### src/rtl/rsa_xcel_naive_pkg.sv
// Shared definitions for the naive modular-exponentiation sequencer:
// FSM state encoding and the {n, a, b} field layout used by MulRem requests.
package rsa_xcel_naive_pkg;

    localparam int P_NBITS = 32;
    localparam int MSG_W   = 3 * P_NBITS;

    // Field offsets inside a 3*P_NBITS message: {n, a, b} / {n, base, exp}
    localparam int N_LSB = 2 * P_NBITS;
    localparam int A_LSB = P_NBITS;
    localparam int B_LSB = 0;

    typedef enum logic [2:0] {
        IDLE,
        MUL,
        WAIT_MUL,
        SQR,
        WAIT_SQR,
        DONE
    } state_t;

endpackage

### src/rtl/rsa_xcel_naive_mod_exp_if.sv
// Bundles the input stream, result stream and MulRem request/response
// channels of the modular-exponentiation sequencer.
// slave  : the sequencer itself.
// master : its surroundings (producer, consumer and the MulRem stage).
interface rsa_xcel_naive_mod_exp_if #(
    parameter int p_nbits = 32
);

    logic [3*p_nbits-1:0] istream_msg;
    logic                 istream_val;
    logic                 istream_rdy;

    logic [p_nbits-1:0]   ostream_msg;
    logic                 ostream_val;
    logic                 ostream_rdy;

    logic [3*p_nbits-1:0] mr_req_msg;
    logic                 mr_req_val;
    logic                 mr_req_rdy;

    logic [p_nbits-1:0]   mr_resp_msg;
    logic                 mr_resp_val;
    logic                 mr_resp_rdy;

    modport slave (
        input  istream_msg, istream_val,
        output istream_rdy,
        output ostream_msg, ostream_val,
        input  ostream_rdy,
        output mr_req_msg, mr_req_val,
        input  mr_req_rdy,
        input  mr_resp_msg, mr_resp_val,
        output mr_resp_rdy
    );

    modport master (
        output istream_msg, istream_val,
        input  istream_rdy,
        input  ostream_msg, ostream_val,
        output ostream_rdy,
        input  mr_req_msg, mr_req_val,
        output mr_req_rdy,
        output mr_resp_msg, mr_resp_val,
        input  mr_resp_rdy
    );

endinterface

### src/rtl/rsa_xcel_naive_mod_exp.sv
// Right-to-left square-and-multiply sequencer. Computes base^exp mod n by
// issuing one {n, a, b} request at a time to an external MulRem stage and
// emits the final residue. The square after the last multiply is skipped.
module rsa_xcel_naive_mod_exp
    import rsa_xcel_naive_pkg::*;
#(
    parameter int p_nbits = P_NBITS
) (
    input  logic                    clk,
    input  logic                    reset,
    rsa_xcel_naive_mod_exp_if.slave io
);

    state_t state, state_nxt;

    logic [p_nbits-1:0] n_r;   // modulus
    logic [p_nbits-1:0] b_r;   // running square of the base
    logic [p_nbits-1:0] r_r;   // result accumulator
    logic [p_nbits-1:0] e_r;   // exponent bits not yet consumed

    logic [p_nbits-1:0] in_n, in_base, in_exp;
    logic [p_nbits-1:0] e_shift;
    logic [p_nbits-1:0] req_a;
    logic               n_trivial;

    logic istream_rdy, ostream_val, mr_req_val, mr_resp_rdy;

    assign {in_n, in_base, in_exp} = io.istream_msg;
    assign e_shift   = e_r >> 1;
    // Anything mod 0 or mod 1 is reported as 0 without touching MulRem
    assign n_trivial = (in_n < p_nbits'(2));

    // State register; async reset drops any in-flight request immediately
    always_ff @(posedge clk or negedge reset) begin
        if (!reset) state <= IDLE;
        else        state <= state_nxt;
    end

    // Next-state and Moore handshake outputs
    always_comb begin
        state_nxt   = state;
        istream_rdy = 1'b0;
        ostream_val = 1'b0;
        mr_req_val  = 1'b0;
        mr_resp_rdy = 1'b0;
        req_a       = b_r;
        case (state)
            IDLE: begin
                istream_rdy = 1'b1;
                if (io.istream_val) begin
                    if (n_trivial || in_exp == '0) state_nxt = DONE;
                    else if (in_exp[0])            state_nxt = MUL;
                    else                           state_nxt = SQR;
                end
            end
            MUL: begin
                mr_req_val = 1'b1;
                req_a      = r_r;
                if (io.mr_req_rdy) state_nxt = WAIT_MUL;
            end
            WAIT_MUL: begin
                mr_resp_rdy = 1'b1;
                // No bits left above this one: the pending square is useless
                if (io.mr_resp_val) state_nxt = (e_shift == '0) ? DONE : SQR;
            end
            SQR: begin
                mr_req_val = 1'b1;
                if (io.mr_req_rdy) state_nxt = WAIT_SQR;
            end
            WAIT_SQR: begin
                mr_resp_rdy = 1'b1;
                if (io.mr_resp_val) state_nxt = e_shift[0] ? MUL : SQR;
            end
            DONE: begin
                ostream_val = 1'b1;
                if (io.ostream_rdy) state_nxt = IDLE;
            end
            default: state_nxt = IDLE;
        endcase
    end

    // Operand latch and MulRem result capture
    always_ff @(posedge clk or negedge reset) begin
        if (!reset) begin
            n_r <= '0;
            b_r <= '0;
            r_r <= '0;
            e_r <= '0;
        end else begin
            case (state)
                IDLE: begin
                    if (io.istream_val) begin
                        n_r <= in_n;
                        b_r <= in_base;
                        e_r <= in_exp;
                        r_r <= n_trivial ? '0 : p_nbits'(1);
                    end
                end
                WAIT_MUL: begin
                    if (io.mr_resp_val) r_r <= io.mr_resp_msg;
                end
                WAIT_SQR: begin
                    if (io.mr_resp_val) begin
                        b_r <= io.mr_resp_msg;
                        e_r <= e_shift;
                    end
                end
                default: ;
            endcase
        end
    end

    assign io.istream_rdy = istream_rdy;
    assign io.ostream_val = ostream_val;
    assign io.ostream_msg = r_r;
    assign io.mr_req_val  = mr_req_val;
    assign io.mr_req_msg  = {n_r, req_a, b_r};
    assign io.mr_resp_rdy = mr_resp_rdy;

endmodule

### src/flat_wrapper.sv
// flat-port wrapper written by rule: the top's interface ports become plain ports
module rsa_xcel_naive_mod_exp_flat import rsa_xcel_naive_pkg::*;
#(
    parameter int p_nbits = P_NBITS
)
  (clk, reset, io_istream_msg, io_istream_val, io_istream_rdy, io_ostream_msg, io_ostream_val, io_ostream_rdy, io_mr_req_msg, io_mr_req_val, io_mr_req_rdy, io_mr_resp_msg, io_mr_resp_val, io_mr_resp_rdy);
  rsa_xcel_naive_mod_exp_if #(.p_nbits(p_nbits)) io_i ();
  input  logic clk;
  input  logic reset;
  input wire logic [$bits(io_i.istream_msg)-1:0] io_istream_msg;
  input wire logic [$bits(io_i.istream_val)-1:0] io_istream_val;
  output wire logic [$bits(io_i.istream_rdy)-1:0] io_istream_rdy;
  output wire logic [$bits(io_i.ostream_msg)-1:0] io_ostream_msg;
  output wire logic [$bits(io_i.ostream_val)-1:0] io_ostream_val;
  input wire logic [$bits(io_i.ostream_rdy)-1:0] io_ostream_rdy;
  output wire logic [$bits(io_i.mr_req_msg)-1:0] io_mr_req_msg;
  output wire logic [$bits(io_i.mr_req_val)-1:0] io_mr_req_val;
  input wire logic [$bits(io_i.mr_req_rdy)-1:0] io_mr_req_rdy;
  input wire logic [$bits(io_i.mr_resp_msg)-1:0] io_mr_resp_msg;
  input wire logic [$bits(io_i.mr_resp_val)-1:0] io_mr_resp_val;
  output wire logic [$bits(io_i.mr_resp_rdy)-1:0] io_mr_resp_rdy;
  assign io_i.istream_msg = io_istream_msg;
  assign io_i.istream_val = io_istream_val;
  assign io_istream_rdy = io_i.istream_rdy;
  assign io_ostream_msg = io_i.ostream_msg;
  assign io_ostream_val = io_i.ostream_val;
  assign io_i.ostream_rdy = io_ostream_rdy;
  assign io_mr_req_msg = io_i.mr_req_msg;
  assign io_mr_req_val = io_i.mr_req_val;
  assign io_i.mr_req_rdy = io_mr_req_rdy;
  assign io_i.mr_resp_msg = io_mr_resp_msg;
  assign io_i.mr_resp_val = io_mr_resp_val;
  assign io_mr_resp_rdy = io_i.mr_resp_rdy;
  rsa_xcel_naive_mod_exp #(.p_nbits(p_nbits)) u_core (.clk(clk), .reset(reset), .io(io_i));
endmodule
### config.mk
export PLATFORM = sky130hd
export DESIGN_NAME = rsa_xcel_naive_mod_exp_flat
export DESIGN_NICKNAME = d
export VERILOG_FILES = /design/src/rtl/rsa_xcel_naive_pkg.sv /design/src/rtl/rsa_xcel_naive_mod_exp_if.sv /design/src/rtl/rsa_xcel_naive_mod_exp.sv /design/src/flat_wrapper.sv
export SDC_FILE = /design/constraint.sdc
export NUM_CORES = 1
export LEC_CHECK = 0
export BUFFER_PORTS_ARGS = -buffer_cell sky130_fd_sc_hd__buf_4
export CAP_MARGIN = 30
export CORE_MARGIN = 3
export CORE_UTILIZATION = 45
export DETAILED_ROUTE_END_ITERATION = 6
export GPL_TIMING_DRIVEN = 0
export PLACE_DENSITY = 0.88
export SYNTH_ARGS = -nofsm -noshare
export SYNTH_HDL_FRONTEND = slang
export SYNTH_SLANG_ARGS = --single-unit
### constraint.sdc
create_clock -name clk -period 2.04 [get_ports clk]
set_input_delay 0.204 -clock clk [delete_from_list [all_inputs] [get_ports clk]]
set_output_delay 0.204 -clock clk [all_outputs]
set_load 0.005 [all_outputs]
; After elaboration in Yosys (flattened, before gate mapping)
; Cells that the tools add are included.
; W data, S select, Z words.
[word_totals]
output_inout_bits = 132
regBits = 131
inputBits = 134
wordCells = 54
[classes]
n_mux = 25
order_cmp = 1
n_reduce_logical = 12
eq_ne = 11
[ops]
columns = cell, n
row1 = $mux W32, 6
row2 = $pmux W32 S2, 3
row3 = $logic_not A32 Y1, 2
row4 = $lt A32 B2 Y1 const B, 1
row5 = $mux W3, 8
row6 = $pmux W3 S6, 1
row7 = $ne A2 B2 Y1 const B, 6
row8 = $eq A3 B2 Y1 const B, 2
row9 = $eq A3 B3 Y1 const B, 2
row10 = $reduce_and A3 Y1, 2
row11 = $reduce_and A6 Y1, 1
row12 = $mux W1, 5
row13 = $mux W2, 2
row14 = $reduce_bool A2 Y1, 2
row15 = $reduce_or A2 Y1, 2
row16 = $eq A3 B1 Y1 const B, 1
row17 = $logic_not A3 Y1, 1
row18 = $reduce_and A2 Y1, 1
row19 = $logic_or A1 B1 Y1, 1

; Longest topological paths before layout
[logic_depth]
ltp_word = 5
ltp_mapped = 9
mapped_depth_nobuf = 5

; Worst setup path before layout
; OpenSTA, ideal clock, no wires.
[synth_path]
kind = reg-to-output
start = reg u_core.state[0]
end = out io_mr_req_msg[33]
path_buffers = 3
setup_slack_ns = 0.355
t_required_ns = 1.836
stages_incl_launch_ff = 7
arrival_time_ns = 1.481
path_cell_list = dfrtp_1 > buf_4 > and2b_1 > nor2b_1 > clkbuf_1 > buf_4 > mux2_2
[synth_via]
elab_chain_len = 2
[synth_rtl]
columns = element, line
row1 = start: declaration, rsa_xcel_naive_mod_exp.sv:14  ; state_t state, state_nxt;
row2 = start signal: assignment, rsa_xcel_naive_mod_exp.sv:36  ; else state <= state_nxt;
row3 = $eq A3 B1 Y1, rsa_xcel_naive_mod_exp.sv:47  ; case (state)
row4 = $mux W32, rsa_xcel_naive_mod_exp.sv:47
row5 = end: declaration, flat_wrapper.sv:16  ; output wire logic [$bits(io_i.mr_req_msg)-1:0] io_mr_req_msg;
; Every way passes these cells.

; Final worst setup path
[layout_path]
start = reg u_core.state[2]
end = out io_mr_req_msg[53]
; The elaborated chain is that of the path after synthesis.

==> results.md <==
- Post-synthesis async set-or-reset flop share: 1.00
- Antenna violations before repair: 0
- Clock Sinks: 130
- Syn Nets: 720
- Core area: 13,500 µm²
- RSZ-0062 raised after global routing: true
- Worst-margin pin slew: 0.545 ns
- R2R depth: 9
- Input/output buffers: 264
- Worst relative slew slack: 0.637
- Post-Synth XOR/XNOR Area: 0
- Largest stage delay, worst path: 0.37 ns
- CP endpoint kind: primary output
- Post-synth EDFFs: 0
- Layout cells sized above 1: 0.472
- Max Freq: 464 MHz
- Row count: 42
- Gate Count Post-Synth: 586
- 1st-iter DRT viols: 391
- Die extent in y: 124 µm
- CP Data Required Time: 1.84 ns
- Most frequent cells in the layout: 274 x buf_4, 130 x dfrtp_1, 127 x nand2_1
- Register bit count reported by yosys: 130
- Vias per cell: 5.45
- Internal: 9.97 mW
- Critical path destination: io_mr_req_msg[53]
- Hpwl dp: 15.1 mm
- R2r startpoint: u_core.state[0]$_DFFE_PN0P_
- GRT overflow: 0
- Logic gate share of total power: 0.496
- CTS tree: yes
- Final Hold Slack: 0.0342 ns
- Largest net degree at the start of global routing: 74
- Antenna viol nets, final: 0
- Netlist Area Pre-Place: 6290 µm²
- Min cycle time layout: 2.16 ns
- Final setup fails: 32
- Synth Area in Compound Gates: 0.0980
- Adder-cell share of the synthesized area: 0
- First-pass GRT wire length: 32.4 mm
- Sequential-to-total area share from yosys stat: 0.517
- Crit path cell chain: and2b_2 > nor2b_4 > buf_12 > clkbuf_16 > mux2_2 > buf_4
- Switch Pwr: 5.45 mW
- Most common cell after layout, fill and taps aside: buf_4
- Core Util, Final: 0.700
- Distinct cells, synth: 36
- Status: complete, but fails checks
- Root Driver: clkbuf_16
- Area delta synth->final: 49.7%
- Pwr/cell area: 1640 nW/µm²
- Max Cap Viol: 0
- CP max-delay cell: dfrtp_1
- Seq pwr share: 0.313
- Setup WS post-layout: -0.117 ns
- DRC: 0
- Worst endpoint data arrival time: 1.95 ns
- Starting density of the core: 0.468
- Simple-Gate Fraction of Synth Area: 0.129
- Vias in the first global route: 6,142
- Final hold vios: 0
- Number of top-level pins: 266
- Buf+Inv Stages, Crit Path: 3
- Startpoint Class: flop
- CTS clk-pin slew, worst paths: 0.06 ns
- Largest family of logic cells by synthesized area: multiplexers
- Reg2reg end: u_core.b_r[20]$_DFFE_PN0P_
- Place WS: -0.145 ns
- Sw frac: 0.353
- Crit-path leading delay family: buffers and inverters
- Post-synthesis average cell area: 10.7 µm²
- Setup CP Type: reg -> out
- CTS Buffer Depth: 2
- Vias: 5,859
- Final worst-path cycle share: 1.06
- Ant. Diodes: 0
- Worst Setup SP: u_core.state[2]$_DFFE_PN0P_
- H-Tree Depth: 4
- Die area: 15,400 µm²
- P_leak: 4.42 nW
- Worst Hold Class: in -> reg
- DRT Pass-1 Iters: 5
- Worst skew pair latency: 0.41 ns
- Max-slew violation count: 0
- Fin nets: 1,021
- Post-synthesis mux area share: 0.215
- Clk network pwr share: 0.191
- Global placer's final weighted congestion: 0.871
- Die width: 124 µm
- Clk_skew: 0.00636 ns
- Post-synth top flop: dfrtp_1
- Gr usage total: 0.262
- TritonCTS Buffers: 17
- Avg WL per Cell: 19.6 µm
- Crit path max fanout: 7
- Failing checks: negative setup slack
- WL final: 21.0 mm
- Worst path depth: 6
- Max VDD drop: 0.891 mV
- Yosys warns: 0
- Reg-to-reg setup timing slack: 0.12 ns
-- worst min path at each step --
stage / start / to / slack, ns / cells after the start
finish: io_istream_msg[73] / u_core.n_r[9]$_DFFE_PN0P_ / 0.03 / 2
global route: io_istream_msg[73] / u_core.n_r[9]$_DFFE_PN0P_ / 0.02 / 2
CTS: io_istream_msg[73] / u_core.n_r[9]$_DFFE_PN0P_ / 0.02 / 2
detailed placement: reset / u_core.e_r[13]$_DFFE_PN0P_ / 0.21 / 1
global placement: io_istream_msg[64] / u_core.n_r[0]$_DFFE_PN0P_ / 0.44 / 2
floorplan: reset / u_core.b_r[0]$_DFFE_PN0P_ / -0.09 / 0
-- routing by layer --
metal / part of all wire / vias to the layer above / global-route usage
met2: 0.53 / 259 / 0.465
met1: 0.37 / 2877 / 0.299
li1: - / 2672 / -
met5: 0 / - / 0
met4: 0.030 / 0 / 0.106
met3: 0.072 / 51 / 0.0708
-- Yosys cell counts, drive strengths merged (4+ instances only) --
cell | n | area [µm²]
dfrtp | 130 | 3250
nand2 | 127 | 477
o21ai | 94 | 470
mux2 | 65 | 732
mux2i | 62 | 621
buf | 32 | 225
nor4 | 22 | 138
clkbuf | 9 | 35.0
a21oi | 8 | 62.6
nand4 | 6 | 37.5
nor2b | 4 | 25.0
-- cells by family (layout without fill, tap and decap cells) --
logic type      count (synthesis)  count (layout)
simple gates                  175             175
flops                         130             130
mux                           127             127
compound gates                113             113
buf+inv                        41             354
-- repair_timing --
action	4_1_cts	5_1_grt
hold buffers	1	0
pin swaps	1	1
endpoints found under the hold margin	57	0
gates resized for setup	29	14
gates cloned	1	1
setup endpoints to repair	33	69
setup buffers	8	9
-- power by group through the flow --
| stage | clock (mW) | sequential [mW] | combinational (mW) |
|---|---|---|---|
| 3_5_place_dp | 0 | 4.82 | 6.88 |
| 6_report | 2.95 | 4.82 | 7.65 |
| 4_1_cts | 2.98 | 4.79 | 7.40 |
| 5_1_grt | 3.12 | 4.99 | 8.27 |
| 2_1_floorplan | 0 | 4.69 | 3.41 |
| 3_3_place_gp | 0 | 4.75 | 6.70 |
-- per-stage QoR --
step	setup TNS (ns)	area, µm²	std cells	power, mW
global route	-4.53	9420	1075	16.4
CTS	-3.49	9300	1068	15.2
detailed placement	-3.23	8530	1027	11.7
floorplan	0	6290	586	8.09
finish	-2.68	9420	1075	15.4
global placement	-3.17	8500	1026	11.5
-- registers in the layout, indices dropped and copies added, names as in the netlist --
register	flops
u_core.io.ostream_msg	32
u_core.n_r	32
u_core.e_r	31
u_core.state	3
u_core.b_r	32
-- area by class of cell --
type                    instances  area, µm²
fillers                       997       4030
flip-flops and latches        130       3250
multi-input cells             415       2810
repair buffers                284       2250
clock buffers                  21        460
plain buffers                  39        313
well taps                     176        220
clock inverters                10        110
No activity file was read; power rests on OpenSTA's default activity.
